### config.mk
export PLATFORM = sky130hd
export DESIGN_NAME = mul_div_unit_flat
export DESIGN_NICKNAME = d
export VERILOG_FILES = /design/src/rtl/mul_div_unit_pkg.sv /design/src/rtl/mul_div_unit_if.sv /design/src/rtl/mul_div_unit.sv /design/src/flat_wrapper.sv
export SDC_FILE = /design/constraint.sdc
export NUM_CORES = 1
export LEC_CHECK = 0
export ABC_AREA = 1
export CAP_MARGIN = 5
export CELL_PAD_IN_SITES_DETAIL_PLACEMENT = 0
export CELL_PAD_IN_SITES_GLOBAL_PLACEMENT = 1
export CORE_MARGIN = 4
export CORE_UTILIZATION = 32
export DETAILED_ROUTE_END_ITERATION = 6
export PLACE_DENSITY = 0.69
export RECOVER_POWER = 50
export SLEW_MARGIN = 20
export SYNTH_ARGS = -nofsm -noshare
export SYNTH_HDL_FRONTEND = slang
export SYNTH_SLANG_ARGS = --single-unit
### constraint.sdc
create_clock -name clk -period 2.9 [get_ports clk]
set_input_delay 0.58 -clock clk [delete_from_list [all_inputs] [get_ports clk]]
set_output_delay 0.58 -clock clk [all_outputs]
set_load 0.01 [all_outputs]
### src/rtl/mul_div_unit_pkg.sv
// Shared MDU definitions: operation codes, FSM state encodings, step count and operand helper.
// Imported by the multiply/divide unit, its interface users and the bench.
package mul_div_unit_pkg;

  localparam logic [2:0] MDUOP_MULT  = 3'd1;
  localparam logic [2:0] MDUOP_MULTU = 3'd2;
  localparam logic [2:0] MDUOP_DIV   = 3'd3;
  localparam logic [2:0] MDUOP_DIVU  = 3'd4;
  localparam logic [2:0] MDUOP_MTHI  = 3'd5;
  localparam logic [2:0] MDUOP_MTLO  = 3'd6;

  localparam int MDU_CYCLES = 32;

  localparam logic ENABLE  = 1'b1;
  localparam logic DISABLE = 1'b0;

  typedef enum logic [1:0] {
    ST_IDLE = 2'd0,
    ST_PREP = 2'd1,
    ST_CALC = 2'd2,
    ST_FIX  = 2'd3
  } mdu_state_e;

  function automatic logic [31:0] mag32(input logic [31:0] v, input logic neg);
    return neg ? (~v + 32'd1) : v;
  endfunction

endpackage

### src/rtl/mul_div_unit_if.sv
// Execute-stage <-> multiply/divide unit bundle: request, operands, status and HI/LO.
interface mul_div_unit_if;
  logic        start;
  logic [2:0]  MDU_control;
  logic        cancel;
  logic [31:0] src0;
  logic [31:0] src1;
  logic        busy;
  logic        done;
  logic [31:0] hi;
  logic [31:0] lo;

  modport master (
    output start, MDU_control, cancel, src0, src1,
    input  busy, done, hi, lo
  );

  modport slave (
    input  start, MDU_control, cancel, src0, src1,
    output busy, done, hi, lo
  );
endinterface

### src/rtl/mul_div_unit.sv
// Multi-cycle MULT/MULTU/DIV/DIVU with HI/LO registers; one shift-add or restoring shift-subtract step per cycle.
// Latency 34 cycles from accepted start to HI/LO update; MTHI/MTLO write HI/LO at the sampling edge.
module mul_div_unit (
  input  logic             clk,
  input  logic             reset,
  mul_div_unit_if.slave    mdu
);
  import mul_div_unit_pkg::*;

  mdu_state_e  state;
  logic [4:0]  count;
  logic [63:0] work;
  logic [31:0] a_q;
  logic [31:0] b_q;
  logic        is_div;
  logic        is_signed;
  logic        neg_lo;
  logic        neg_hi;
  logic        dz;
  logic        busy_q;
  logic        done_q;
  logic [31:0] hi_q;
  logic [31:0] lo_q;

  logic        op_md;
  logic        op_div;
  logic        op_signed;
  logic        a_neg;
  logic        b_neg;
  logic [32:0] rem33;
  logic        ge;
  logic [31:0] sub32;
  logic [32:0] sum33;
  logic [63:0] step;
  logic [63:0] prod;
  logic [31:0] quo;
  logic [31:0] rmd;
  logic [31:0] res_hi;
  logic [31:0] res_lo;

  always_comb begin
    op_md     = (mdu.MDU_control == MDUOP_MULT) || (mdu.MDU_control == MDUOP_MULTU) ||
                (mdu.MDU_control == MDUOP_DIV)  || (mdu.MDU_control == MDUOP_DIVU);
    op_div    = (mdu.MDU_control == MDUOP_DIV)  || (mdu.MDU_control == MDUOP_DIVU);
    op_signed = (mdu.MDU_control == MDUOP_MULT) || (mdu.MDU_control == MDUOP_DIV);
    a_neg     = is_signed & a_q[31];
    b_neg     = is_signed & b_q[31];

    // Partial remainder can reach 33 bits after the shift; when it is >= divisor the
    // difference always fits in 32 bits, so the low-word subtract is exact.
    rem33 = work[63:31];
    ge    = rem33 >= {1'b0, b_q};
    sub32 = rem33[31:0] - b_q;
    sum33 = {1'b0, work[63:32]} + {1'b0, b_q};

    step = '0;
    if (is_div)
      step = ge ? {sub32, work[30:0], 1'b1} : {work[62:0], 1'b0};
    else
      step = work[0] ? {sum33, work[31:1]} : {1'b0, work[63:1]};

    prod = neg_lo ? -work : work;
    quo  = neg_lo ? -work[31:0] : work[31:0];
    rmd  = neg_hi ? -work[63:32] : work[63:32];

    res_hi = prod[63:32];
    res_lo = prod[31:0];
    if (is_div) begin
      res_hi = dz ? a_q : rmd;
      res_lo = dz ? 32'hFFFF_FFFF : quo;
    end
  end

  always_ff @(posedge clk or negedge reset) begin
    if (!reset) begin
      state     <= ST_IDLE;
      count     <= '0;
      work      <= '0;
      a_q       <= '0;
      b_q       <= '0;
      is_div    <= 1'b0;
      is_signed <= 1'b0;
      neg_lo    <= 1'b0;
      neg_hi    <= 1'b0;
      dz        <= 1'b0;
      busy_q    <= DISABLE;
      done_q    <= DISABLE;
      hi_q      <= '0;
      lo_q      <= '0;
    end else begin
      done_q <= DISABLE;
      if (state != ST_IDLE && mdu.cancel) begin
        state  <= ST_IDLE;
        count  <= '0;
        busy_q <= DISABLE;
      end else begin
        case (state)
          ST_IDLE: begin
            if (mdu.start && !mdu.cancel) begin
              if (op_md) begin
                state     <= ST_PREP;
                busy_q    <= ENABLE;
                a_q       <= mdu.src0;
                b_q       <= mdu.src1;
                is_div    <= op_div;
                is_signed <= op_signed;
              end else if (mdu.MDU_control == MDUOP_MTHI) begin
                hi_q <= mdu.src0;
              end else if (mdu.MDU_control == MDUOP_MTLO) begin
                lo_q <= mdu.src0;
              end
            end
          end
          ST_PREP: begin
            // a_q stays raw: a zero divisor returns the dividend as latched.
            neg_lo <= a_neg ^ b_neg;
            neg_hi <= a_neg;
            dz     <= (b_q == 32'd0);
            b_q    <= mag32(b_q, b_neg);
            work   <= {32'd0, mag32(a_q, a_neg)};
            count  <= '0;
            state  <= ST_CALC;
          end
          ST_CALC: begin
            work  <= step;
            count <= count + 5'd1;
            if (count == 5'(MDU_CYCLES - 1))
              state <= ST_FIX;
          end
          ST_FIX: begin
            hi_q   <= res_hi;
            lo_q   <= res_lo;
            done_q <= ENABLE;
            busy_q <= DISABLE;
            state  <= ST_IDLE;
          end
          default: state <= ST_IDLE;
        endcase
      end
    end
  end

  assign mdu.busy = busy_q;
  assign mdu.done = done_q;
  assign mdu.hi   = hi_q;
  assign mdu.lo   = lo_q;

endmodule

### src/flat_wrapper.sv
// flat-port wrapper written by rule: the top's interface ports become plain ports
module mul_div_unit_flat import mul_div_unit_pkg::*;
  (clk, reset, mdu_start, mdu_MDU_control, mdu_cancel, mdu_src0, mdu_src1, mdu_busy, mdu_done, mdu_hi, mdu_lo);
  mul_div_unit_if mdu_i ();
  input  logic clk;
  input  logic reset;
  input wire logic [$bits(mdu_i.start)-1:0] mdu_start;
  input wire logic [$bits(mdu_i.MDU_control)-1:0] mdu_MDU_control;
  input wire logic [$bits(mdu_i.cancel)-1:0] mdu_cancel;
  input wire logic [$bits(mdu_i.src0)-1:0] mdu_src0;
  input wire logic [$bits(mdu_i.src1)-1:0] mdu_src1;
  output wire logic [$bits(mdu_i.busy)-1:0] mdu_busy;
  output wire logic [$bits(mdu_i.done)-1:0] mdu_done;
  output wire logic [$bits(mdu_i.hi)-1:0] mdu_hi;
  output wire logic [$bits(mdu_i.lo)-1:0] mdu_lo;
  assign mdu_i.start = mdu_start;
  assign mdu_i.MDU_control = mdu_MDU_control;
  assign mdu_i.cancel = mdu_cancel;
  assign mdu_i.src0 = mdu_src0;
  assign mdu_i.src1 = mdu_src1;
  assign mdu_busy = mdu_i.busy;
  assign mdu_done = mdu_i.done;
  assign mdu_hi = mdu_i.hi;
  assign mdu_lo = mdu_i.lo;
  mul_div_unit u_core (.clk(clk), .reset(reset), .mdu(mdu_i));
endmodule
# Word-level counts from Yosys, hierarchy flattened
# Index checks and enable logic that the tools add are counted.
# totals
register_bits	206
inputBits	71
wordCells	111
# op_classes
add_sub_neg	8
order_cmp	1
eq_ne	20
n_mux	38
bitwise_logic	6
reduce_logical	24
# ops
operator	count
$mux W32	17
$mux W64	4
$pmux W32 S2	3
$pmux W64 S2	1
$add A32 B1 Y32 const B	2
$neg A32 Y32	2
$neg A64 Y64	1
$not A32 Y32	2
$add A32 B32 Y33	1
$ge A33 B32 Y1	1
$logic_not A32 Y1	1
$sub A32 B32 Y32	1
$ne A2 B1 Y1 const B	5
$pmux W5 S2	1
$reduce_and A5 Y1	2
$eq A3 B3 Y1 const B	3
$ne A3 B1 Y1 const B	3
$mux W2	4
$pmux W2 S4	1
$reduce_bool A2 Y1	4
$eq A3 B2 Y1 const B	2
$reduce_and A3 Y1	2
$reduce_and A6 Y1	1
$reduce_bool A3 Y1	2
other kinds (18)	31

# Logic depth before layout (Yosys ltp)
# depth
word_depth	8
ltp_mapped	19

# Worst setup path after synthesis
# OpenSTA, ideal clock, no wires.
# synth_path
kind	flip-flop to flip-flop
startpoint	register u_core.work[0]
endpoint	register u_core.hi_q[0] (netlist: u_core.mdu.hi[0])
setup_time_ns	0.137
t_arrival_ns	2.281
path_slack_ns	0.483
stages_incl_launch_ff	14
path_buffers	2
period_less_slack_ns	2.417
cell_sequence	dfrtp_1 > inv_2 > clkbuf_1 > clkbuf_1 > ha_1 > nand2_1 > nor2_1 > nand3_1 > o21ai_2 > nand2_1 > nand3_1 > nand2_1 > a21boi_0 > o21ai_0
# synth_between
elab_chain_len	4
# synth_rtl
item	line_no	text
from (decl)	mul_div_unit.sv:12	logic [63:0] work;
from (signal assigned)	mul_div_unit.sv:120	work <= {32'd0, mag32(a_q, a_neg)};
from (signal assigned)	mul_div_unit.sv:125	work <= step;
$neg A64 Y64	mul_div_unit.sv:62	prod = neg_lo ? -work : work;
$mux W64	mul_div_unit.sv:62	
$mux W32	mul_div_unit.sv:68	if (is_div) begin
$pmux W32 S2	mul_div_unit.sv:97	case (state)
to (signal assigned)	mul_div_unit.sv:108	hi_q <= mdu.src0;
to (signal assigned)	mul_div_unit.sv:131	hi_q <= res_hi;
to (decl)	mul_div_unit.sv:22	logic [31:0] hi_q;
# No other way between the ends.
# A chain may end at the register's enable or synchronous reset.

# Worst setup path after layout
# layout_path
startpoint	register u_core.a_q[3]
endpoint	register u_core.work[31]
# layout_between
elab_chain_len	4
# layout_rtl
item	line_no	text
from (decl)	mul_div_unit.sv:13	logic [31:0] a_q;
from (signal assigned)	mul_div_unit.sv:103	a_q <= mdu.src0;
$not A32 Y32	mul_div_unit_pkg.sv:25	return neg ? (~v + 32'd1) : v;
$add A32 B1 Y32	mul_div_unit_pkg.sv:25	
$mux W32	mul_div_unit_pkg.sv:25	
$pmux W64 S2	mul_div_unit.sv:97	
# No other way between the ends.

==> results.cfg <==
[timing]
rsz0062_at_grt = false
max_freq_ghz = 0.363
setup_violations = 0
post-route-min-period_ns = 2.76
finClkSkew_ns = 0.0263
slew_headroom = -0.00790
setup-tns-final_ns = 0
finalHoldViolations = 0
tightest_slew_ns = 1.51
slew_viol_final = 41
final.period_utilization = 0.951

[drt]
via_per_inst = 5.26
dr.pass1.iters = 6
wire_per_inst_um = 21.3
initialDrtViolationCount = 2770
drc = 0
num_vias = 23200
finalWirelength_um = 94200
detail-route-antenna-nets = 0

[clock_network]
cts_max_path_buffers = 3
tritoncts = done
cts.sink_count = 206
numCtsBuffers = 29
path_clk_slew_ns = 0.06
cts-root-buf = clkbuf_16
clock_latency_ns = 0.62
htree_num_levels = 1

[worst_setup_path]
start_kind = flip-flop
path_delay_family = simple AND/OR/NAND/NOR gates
critPathArrivalTime_ns = 3.23
cp_max_fo = 4
path_buf_inv = 1
crit_required_ns = 3.38
r2r_cells = 9
slowest_stage = dfrtp_1
cp.depth = 9
crit_type = flip-flop to flip-flop
max_stage_delay_ns = 0.44
crit_path_end_kind = flip-flop
path_cells = inv_1 -> nand4_1 -> nor2_2 -> nand4_1 -> nor2_2 -> nand3_1 -> o21ai_0 -> nand3_1 -> a21oi_1

[placement]
placed_area_mm2 = 0.0232
post-dp-hpwl_um = 75500
port_buffers = 136
place_congestion = 0.979

[die]
start_util = 0.324
die_area_mm2 = 0.0668
io_pins = 137
die_width_um = 258
dieHeight_um = 258
rows = 91
coreArea_mm2 = 0.0618

[logic_synthesis]
synth-edff-count = 0
synth-seq-cells = 206
synthesis.nets = 3508
ys.warnings.count = 0
syn_area_mm2 = 0.0201
yosysUniqueCellTypes = 59
avgSynthCellArea_um2 = 5.97
synth_cells = 3361
async_flop_share = 1.00
synth_ff_type = dfrtp_1
ys_seq_area_frac = 0.257

[cells_and_area]
stdcell_area_mm2 = 0.0242
antenna_cells = 0
final_cell_mix = nand2_1, inv_1, nor2_1
drive_gt1_frac = 0.0824
nNetsFinal = 3705
register_area_mm2 = 0.00516
fillers = 6812
multi_input_area_mm2 = 0.0129
final_common_cell = nand2_1
area_growth_pct = 20.9
fin_util = 0.392

[power]
clkPwrFrac = 0.120
p_sw_mw = 18.9
internal_power_mw = 14.5
cellPowerDensity_mw_per_mm2 = 1380
power_frac_comb = 0.705
p_seq_frac = 0.176
p_leak_nw = 12.0
peakVddDrop_v = 0.000566
power_switching_share = 0.566

[global_routing]
grt_pass1_vias = 21200
grt_usage = 0.273
antenna_found_initial = 1
grt_overflow = 0
grt_pass1_wl_um = 140000
grt_start_max_net_pins = 89

[min_path]
min_path_cells = 2
hold_class = flip-flop to flip-flop

[run_status]
violations = capacitance limit, slew limit
status = finished, violations left

[job]
drv_cap = 1
-- metal layers --
metal | up-vias | global-route usage | share of wire
li1 | 11300 | - | -
met1 | 10800 | 0.414 | 0.47
met2 | 961 | 0.401 | 0.41
met3 | 107 | 0.0540 | 0.094
met4 | 0 | 0.0558 | 0.022
met5 | - | 0 | 0
-- final cells by class --
cell class,instances,area share
tap,837,0.0432
clock buffer,42,0.0340
sequential,206,0.213
timing repair buffer,289,0.107
clock inverter,12,0.00836
multi-input combinational,2620,0.530
inverter,412,0.0640
-- synthesized netlist by cell type, types with 3 or more instances --
library cell | n | area share
nor2_1 | 388 | 0.073
o31ai_1 | 3 | 0.0011
dfrtp_1 | 206 | 0.26
o21ai_2 | 5 | 0.0022
ha_1 | 74 | 0.046
o21a_1 | 5 | 0.0019
or2_2 | 30 | 0.0094
a21boi_0 | 8 | 0.0030
o22ai_1 | 6 | 0.0019
o21ai_0 | 212 | 0.053
xnor2_1 | 13 | 0.0057
nand3_2 | 3 | 0.0015
buf_2 | 21 | 0.0052
nor3_1 | 35 | 0.0087
a2bb2oi_1 | 19 | 0.0083
o21ai_1 | 10 | 0.0025
clkbuf_1 | 85 | 0.016
nor2_2 | 21 | 0.0065
inv_1 | 402 | 0.075
a21oi_2 | 3 | 0.0013
o221ai_1 | 7 | 0.0031
xor2_1 | 30 | 0.013
nand3b_1 | 16 | 0.0060
a21oi_1 | 233 | 0.058
buf_1 | 13 | 0.0024
nor4_1 | 7 | 0.0022
a21boi_1 | 15 | 0.0056
a22oi_1 | 11 | 0.0041
nor2_4 | 6 | 0.0034
o211ai_1 | 18 | 0.0067
a31oi_1 | 21 | 0.0065
and2_1 | 10 | 0.0031
inv_2 | 4 | 0.00075
nand2_1 | 1028 | 0.19
o21bai_1 | 11 | 0.0041
nand4_1 | 59 | 0.018
nand3_1 | 279 | 0.070
clkinv_1 | 5 | 0.00094
nand2_2 | 10 | 0.0031
-- through the flow --
| stage | hold slack [ns] | std cells | power, mW | setup WS, ns |
|---|---|---|---|---|
| 6_report | 0.487 | 4418 | 33.4 | 0.143 |
| 5_1_grt | 0.509 | 4418 | 35.9 | 0.0166 |
| 4_1_cts | 0.488 | 4415 | 32.9 | 0.152 |
| 3_5_place_dp | 0.469 | 4360 | 28.7 | 0.169 |
| 3_3_place_gp | 0.469 | 4360 | 28.9 | 0.163 |
| 2_1_floorplan | 0.284 | 3361 | 19.6 | 0.483 |
-- power groups by stage --
stage | Combinational [mW] | Clock (mW) | Sequential, mW
2_1_floorplan | 14.0 | 0 | 5.60
3_3_place_gp | 23.1 | 0 | 5.83
3_5_place_dp | 22.9 | 0 | 5.83
4_1_cts | 23.0 | 4.05 | 5.81
5_1_grt | 25.8 | 4.15 | 5.99
6_report | 23.5 | 4.00 | 5.86
-- path summary, 6_finish.rpt --
| kind | slack [ns] | end | startpoint |
|---|---|---|---|
| worst max-delay path | 0.14 | u_core.work[31] | u_core.a_q[3] |
| worst min-delay path | 0.49 | u_core.mdu.lo[1] | u_core.mdu.lo[1] |
| worst max register to register | 0.14 | u_core.work[31] | u_core.a_q[3] |
| worst min register to register | 0.49 | u_core.mdu.lo[1] | u_core.mdu.lo[1] |
| max in group asynchronous | 0.31 | u_core.mdu.hi[7] | reset |
| min in group asynchronous | 0.87 | u_core.b_q[22] | reset |
-- cells by family after synthesis --
group                      count (synthesis)  share of synthesized area
and+or+nand+nor                         1901                      0.404
adders and majority gates                 76                     0.0482
xor gates and xnor gates                  43                     0.0188
buffers and inverters                    535                      0.103
AOI/OAI and AO/OA                        600                      0.169
DFF                                      206                      0.257
-- repair_timing --
action / CTS / global route
resized for setup: 0 / 3
buffers inserted: 0 / 3
hold buffers: 1 / 0
endpoints found under the hold margin: 36 / 0
setup endpoints to repair: 0 / 12
-- registers in the layout, indices dropped and copies added, names as in the netlist --
name	flops
u_core.is_div	1
u_core.state	2
u_core.count	5
u_core.mdu.lo	32
u_core.is_signed	1
u_core.a_q	32
u_core.mdu.hi	32
u_core.dz	1
u_core.work	64
u_core.mdu.done	1
u_core.neg_lo	1
u_core.b_q	32
u_core.neg_hi	1
u_core.mdu.busy	1
-- tightest hold or removal path, cell delays in order, from the launching register on --
cell and delay, ns:
dfrtp_1 0.34, nand2_1 0.06, nand2_1 0.06
(Power assumes the default switching activity.)
